[src/rtl/tmds_multi_encoder.sv]
// Multi-channel TMDS encoder for the char_display HDMI/DVI output path.
// All data channels are encoded in lock-step from a shared period mode.
// Supported periods are control, video (DVI 1.0 8b/10b with running
// disparity), video guard band, TERC4 data island and data-island guard band.
//
// Ports:
//   i_clk      pixel clock
//   i_rst      synchronous active-high reset (takes priority over i_ce)
//   i_ce       clock enable; pipeline, bias and outputs hold while low
//   i_mode     period type: 0 CTRL, 1 VIDEO, 2 VID_GUARD, 3 TERC4,
//              4 DI_GUARD, 5-7 illegal
//   i_data     pixel byte per channel, channel n at [8n+7:8n]
//   i_ctrl     {c1,c0} per channel, channel n at [2n+1:2n]
//   i_terc4    data-island nibble per channel, channel n at [4n+3:4n]
//   o_tmds     10-bit symbol per channel, channel n at [10n+9:10n]
//   o_bias     signed running disparity per channel
//   o_mode_err sticky flag, set once an illegal mode reaches the output stage
module tmds_multi_encoder #(
    parameter int CHANNELS = 3,
    parameter int PIPELINE = 1,
    parameter int BIAS_W   = 5
) (
    input  logic                       i_clk,
    input  logic                       i_rst,
    input  logic                       i_ce,
    input  logic [2:0]                 i_mode,
    input  logic [8*CHANNELS-1:0]      i_data,
    input  logic [2*CHANNELS-1:0]      i_ctrl,
    input  logic [4*CHANNELS-1:0]      i_terc4,
    output logic [10*CHANNELS-1:0]     o_tmds,
    output logic [BIAS_W*CHANNELS-1:0] o_bias,
    output logic                       o_mode_err
);

    localparam logic [2:0] MODE_CTRL      = 3'd0;
    localparam logic [2:0] MODE_VIDEO     = 3'd1;
    localparam logic [2:0] MODE_VID_GUARD = 3'd2;
    localparam logic [2:0] MODE_TERC4     = 3'd3;
    localparam logic [2:0] MODE_DI_GUARD  = 3'd4;

    localparam logic [9:0] SYM_CTRL00  = 10'b1101010100;
    localparam logic [9:0] GUARD_EVEN  = 10'b1011001100;
    localparam logic [9:0] GUARD_ODD   = 10'b0100110011;

    localparam logic [BIAS_W-1:0] BIAS_ZERO = '0;
    localparam logic [BIAS_W-1:0] BIAS_TWO  = BIAS_W'(2);
    localparam logic [BIAS_W-1:0] BIAS_EIGHT = BIAS_W'(8);

    // Output-stage view of the inputs (registered or straight through)
    logic [2:0]                 s_mode;
    logic [8*CHANNELS-1:0]      s_data;
    logic [2*CHANNELS-1:0]      s_ctrl;
    logic [4*CHANNELS-1:0]      s_terc4;

    logic [10*CHANNELS-1:0]     tmds_q;
    logic [BIAS_W*CHANNELS-1:0] bias_q;
    logic                       mode_err_q;
    logic [10*CHANNELS-1:0]     tmds_d;
    logic [BIAS_W*CHANNELS-1:0] bias_d;

    generate
        if (PIPELINE != 0) begin : g_pipe
            always_ff @(posedge i_clk) begin
                if (i_rst) begin
                    s_mode  <= MODE_CTRL;
                    s_data  <= '0;
                    s_ctrl  <= '0;
                    s_terc4 <= '0;
                end else if (i_ce) begin
                    s_mode  <= i_mode;
                    s_data  <= i_data;
                    s_ctrl  <= i_ctrl;
                    s_terc4 <= i_terc4;
                end
            end
        end else begin : g_direct
            assign s_mode  = i_mode;
            assign s_data  = i_data;
            assign s_ctrl  = i_ctrl;
            assign s_terc4 = i_terc4;
        end
    endgenerate

    function automatic logic [9:0] ctrl_sym(input logic [1:0] c);
        case (c)
            2'b00:   return 10'b1101010100;
            2'b01:   return 10'b0010101011;
            2'b10:   return 10'b0101010100;
            default: return 10'b1010101011;
        endcase
    endfunction

    function automatic logic [9:0] terc4_sym(input logic [3:0] n);
        case (n)
            4'h0:    return 10'b1010011100;
            4'h1:    return 10'b1001100011;
            4'h2:    return 10'b1011100100;
            4'h3:    return 10'b1011100010;
            4'h4:    return 10'b0101110001;
            4'h5:    return 10'b0100011110;
            4'h6:    return 10'b0110001110;
            4'h7:    return 10'b0100111100;
            4'h8:    return 10'b1011001100;
            4'h9:    return 10'b0100111001;
            4'hA:    return 10'b0110011100;
            4'hB:    return 10'b1011000110;
            4'hC:    return 10'b1010001110;
            4'hD:    return 10'b1001110001;
            4'hE:    return 10'b0101100011;
            default: return 10'b1011000011;
        endcase
    endfunction

    // DVI 1.0 video encode; returns {next_bias, symbol}
    function automatic logic [BIAS_W+9:0] video_enc(input logic [7:0] d,
                                                   input logic [BIAS_W-1:0] bias);
        logic [3:0]        n1;
        logic [3:0]        nq;
        logic              use_xnor;
        logic [8:0]        qm;
        logic [BIAS_W-1:0] bal;
        logic [BIAS_W-1:0] nb;
        logic [9:0]        sym;
        n1 = '0;
        for (int i = 0; i < 8; i++) n1 = n1 + {3'b000, d[i]};
        use_xnor = (n1 > 4'd4) || ((n1 == 4'd4) && !d[0]);
        qm[0] = d[0];
        for (int i = 1; i < 8; i++)
            qm[i] = use_xnor ? ~(qm[i-1] ^ d[i]) : (qm[i-1] ^ d[i]);
        qm[8] = ~use_xnor;
        nq = '0;
        for (int i = 0; i < 8; i++) nq = nq + {3'b000, qm[i]};
        // ones - zeros = 2*ones - 8, in two's complement
        bal = (BIAS_W'(nq) << 1) - BIAS_EIGHT;
        if ((bias == BIAS_ZERO) || (bal == BIAS_ZERO)) begin
            if (!qm[8]) begin
                sym = {2'b10, ~qm[7:0]};
                nb  = bias - bal;
            end else begin
                sym = {2'b01, qm[7:0]};
                nb  = bias + bal;
            end
        end else if (bias[BIAS_W-1] == bal[BIAS_W-1]) begin
            sym = {1'b1, qm[8], ~qm[7:0]};
            nb  = bias + (qm[8] ? BIAS_TWO : BIAS_ZERO) - bal;
        end else begin
            sym = {1'b0, qm[8], qm[7:0]};
            nb  = bias - (qm[8] ? BIAS_ZERO : BIAS_TWO) + bal;
        end
        return {nb, sym};
    endfunction

    // Every non-video period clears the disparity, hence the zero default
    always_comb begin
        tmds_d = '0;
        bias_d = '0;
        for (int ch = 0; ch < CHANNELS; ch++) begin
            case (s_mode)
                MODE_CTRL:
                    tmds_d[10*ch +: 10] = ctrl_sym(s_ctrl[2*ch +: 2]);
                MODE_VIDEO:
                    {bias_d[BIAS_W*ch +: BIAS_W], tmds_d[10*ch +: 10]} =
                        video_enc(s_data[8*ch +: 8], bias_q[BIAS_W*ch +: BIAS_W]);
                MODE_VID_GUARD:
                    tmds_d[10*ch +: 10] = ((ch % 2) == 0) ? GUARD_EVEN : GUARD_ODD;
                MODE_TERC4:
                    tmds_d[10*ch +: 10] = terc4_sym(s_terc4[4*ch +: 4]);
                MODE_DI_GUARD:
                    // Channel 0 carries HSYNC/VSYNC in its guard symbol
                    tmds_d[10*ch +: 10] = (ch == 0) ? terc4_sym({2'b11, s_ctrl[1:0]})
                                                    : GUARD_ODD;
                default:
                    tmds_d[10*ch +: 10] = SYM_CTRL00;
            endcase
        end
    end

    always_ff @(posedge i_clk) begin
        if (i_rst) begin
            tmds_q     <= {CHANNELS{SYM_CTRL00}};
            bias_q     <= '0;
            mode_err_q <= 1'b0;
        end else if (i_ce) begin
            tmds_q <= tmds_d;
            bias_q <= bias_d;
            if (s_mode > MODE_DI_GUARD) mode_err_q <= 1'b1;
        end
    end

    assign o_tmds     = tmds_q;
    assign o_bias     = bias_q;
    assign o_mode_err = mode_err_q;

endmodule

[config.mk]
export PLATFORM = sky130hd
export DESIGN_NAME = tmds_multi_encoder
export DESIGN_NICKNAME = d
export VERILOG_FILES = /design/src/rtl/tmds_multi_encoder.sv
export SDC_FILE = /design/constraint.sdc
export NUM_CORES = 1
export LEC_CHECK = 0
export CORE_UTILIZATION = 30
export DETAILED_ROUTE_END_ITERATION = 8
export DONT_BUFFER_PORTS = 1
export SYNTH_ARGS = -nofsm -noshare
export SYNTH_HDL_FRONTEND = slang
export SYNTH_SLANG_ARGS = --single-unit
[constraint.sdc]
create_clock -name i_clk -period 19.2 [get_ports i_clk]
set_input_delay 1.92 -clock i_clk [delete_from_list [all_inputs] [get_ports i_clk]]
set_output_delay 1.92 -clock i_clk [all_outputs]
set_load 0.005 [all_outputs]
==> metrics.md <==
| Metric | Value |
|---|---|
| Core Area | 29000 sq um |
| Initial antenna violation count | 0 |
| Full die area | 30500 sq um |
| EDFF count, synth | 0 |
| Design Area, Final | 9870 sq um |
| Worst skew pair latency | 0.42 ns |
| Cell Area, Placed | 9260 sq um |
| Top post-synthesis cells by area | dfxtp_1 (26%), ha_1 (14%), fa_1 (9.4%), mux2i_1 (6.5%), xnor2_1 (6.5%) |
| Seq/Total Area, Yosys | 26.4% |
| Worst EP arrival | 8.68 ns |
| Most frequent cells after synthesis | inv_1 (123), dfxtp_1 (118), nor2_1 (101) |
| Worst setup SP type | flop |
| Primary FF master, synth | dfxtp_1 |
| Synth Warn # | 0 |
| Final cycle utilization of the critical path | 43.6% |
| DP Wirelength | 17300 microns |
| Post_cts resized | 0 |
| GPL Wtd Cong | 0.871 |
| Final antenna-violating net count | 0 |
| Max-cap check violation count | 0 |
| Vias in the first global route | 6568 |
| GRT Util Overall | 15.2% |
| RSZ-0062 raised after global routing | no |
| CP Class | reg2reg |
| Library cells used by synthesis | 54 |
| Gr ovfl total | 0 |
| Ys async rst share | 0% |
| Number of diodes | 0 |
| Status | finished, final reports clean |
| Mapped Area | 8930 sq um |
| Residual DRC | 0 |
| H-tree levels | 4 |
| Max-slew headroom | 28.7% |
| Cell Rows | 62 |
| CTS tree | done |
| Hold WC Path Type | reg2reg |
| Worst-path clk slew | 0.06 ns |
| Routed WL | 22600 microns |
| #FFs+latches synth | 118 |
| Worst-margin pin slew | 1.07 ns |
| Share of the synthesized area in the top cell type | 26.4% |
| R2R cell count | 23 |
| CTS Hold Bufs | 0 |
| Layout area overhead | 10.4% |
| Hold Fails Final Rpt | 0 |
| Layout cells sized above 1 | 6.89% |
| Global-route wire length before repair | 36200 microns |
| Syn avg cell area | 9.00 sq um |
| Post-Syn Instances | 993 |
| Initial DRC count | 369 |
| # fillers | 3009 |
| TritonCTS buffer count | 17 |
| Largest area contributor in the synthesized netlist | dfxtp_1 |
| Initial Util | 30.8% |
| Chip Width | 175 microns |
| Num Clock Sinks | 118 |
| Pre-Repair DR Iteration Count | 4 |
| Final setup viols | 0 |
| Final TNS setup | 0 ns |
| Die height | 175 microns |
| Final slew viol count | 0 |
| Worst setup EP type | flop |
| Total number of vias | 6527 |
| Largest net degree at the start of global routing | 81 |
| CP max FO | 10 |
| Wire length per cell | 16.5 microns |
| # Post-CTS Setup Buffers | 0 |
| Critical path required time | 19.50 ns |
| I/O pin cnt | 94 |
| CTS Root Cell | clkbuf_16 |
| Peak Freq | 119 MHz |
| CTS max path bufs | 2 |
| Via-to-Cell Ratio | 4.76 |
| Fin nets | 1163 |
| Port bufs | 0 |
| Hold Crit Depth | 2 |
| Most frequent cell after synthesis | inv_1 |
| Clk_skew | 0.0105 ns |
| Crit path time final | 8.37 ns |
[per-stage QoR]
| step | hold WS, ns | util [%] | std cells | worst slack, ns |
|---|---|---|---|---|
| floorplan | 0.450 | - | 995 | 11.53 |
| global placement | 0.479 | 31.9 | 1339 | 11.13 |
| detailed placement | 0.487 | 31.9 | 1339 | 10.90 |
| CTS | 0.500 | 34.0 | 1371 | 10.83 |
| global route | 0.527 | 34.0 | 1371 | 10.39 |
| finish | 0.498 | 34.0 | 1371 | 10.83 |
[cells in the final DEF, fill, tap and decap left out, types with 4 or more instances in the layout]
master     count
nor3b_1        4
nor2_1       101
o211ai_1       8
xnor2_1       66
a21oi_1       53
xor2_1        21
ha_1          99
o21a_1         4
mux2i_1       58
inv_1        123
o221ai_1       6
clkbuf_16     17
nor3_1         5
o2111ai_1      4
and2_1         4
a31oi_1        7
a22oi_1        5
a211oi_1       8
o22ai_1       15
a221oi_1       8
a21o_1        16
or2_2         15
nand2b_1      13
fa_1          42
xnor2_2        4
clkbuf_8       4
o21ai_0       46
nand2_1       61
dfxtp_1      118
[critical path, stage by stage (launching register included)]
cell and delay, ns:
dfxtp_1 0.38, inv_1 0.13, fa_1 0.57, fa_1 0.44, fa_1 0.50, inv_1 0.04, ha_1 0.20, fa_1 0.48
nor3b_1 0.05, o22ai_2 0.53, xor2_1 0.27, fa_1 0.47, fa_1 0.54, inv_1 0.05, fa_1 0.45, ha_1 0.22
fa_1 0.38, xor2_1 0.44, ha_1 0.34, xnor2_1 0.72, mux2i_1 0.43, xor2_1 0.25, a221oi_1 0.28, nor2_1 0.06
[metal layers]
layer	GRT usage [%]	vias up	wire (microns)
li1	-	3259	-
met1	19.9	3078	10600
met2	23.6	153	9940
met3	4.44	37	1350
met4	5.51	0	658
met5	0	-	0
[final cells by class]
cell class                 instances  area (sq um)  area share (%)
sequential                       118          2360            23.9
clock buffer                      21           480            4.87
multi-input combinational        710          5930            60.2
inverter                         125           469            4.76
clock inverter                    11           124            1.26
timing repair buffer               2          15.0           0.152
tap                              384           480            4.87
[path summary, 6_finish.rpt]
check                 start         end  slack [ns]
setup / recovery  s_data[8]  o_tmds[16]       10.83
setup reg to reg  s_data[8]  o_tmds[16]       10.83
hold reg to reg   s_data[4]   s_data[4]        0.50
hold / removal    s_data[4]   s_data[4]        0.50
[cells by family after synthesis]
logic type	after synthesis	synth area share, %
DFF	118	26.4
buffers and inverters	167	7.23
adders and majority gates	141	23.3
AOI/OAI and AO/OA	195	14.5
other	1	0.0420
and+or+nand+nor	213	10.3
muxes	61	7.25
xor gates and xnor gates	97	10.9
Power is left out: the tool's default activity adds up to more than one toggle a clock period on the data nets, which glitch-free logic cannot reach.
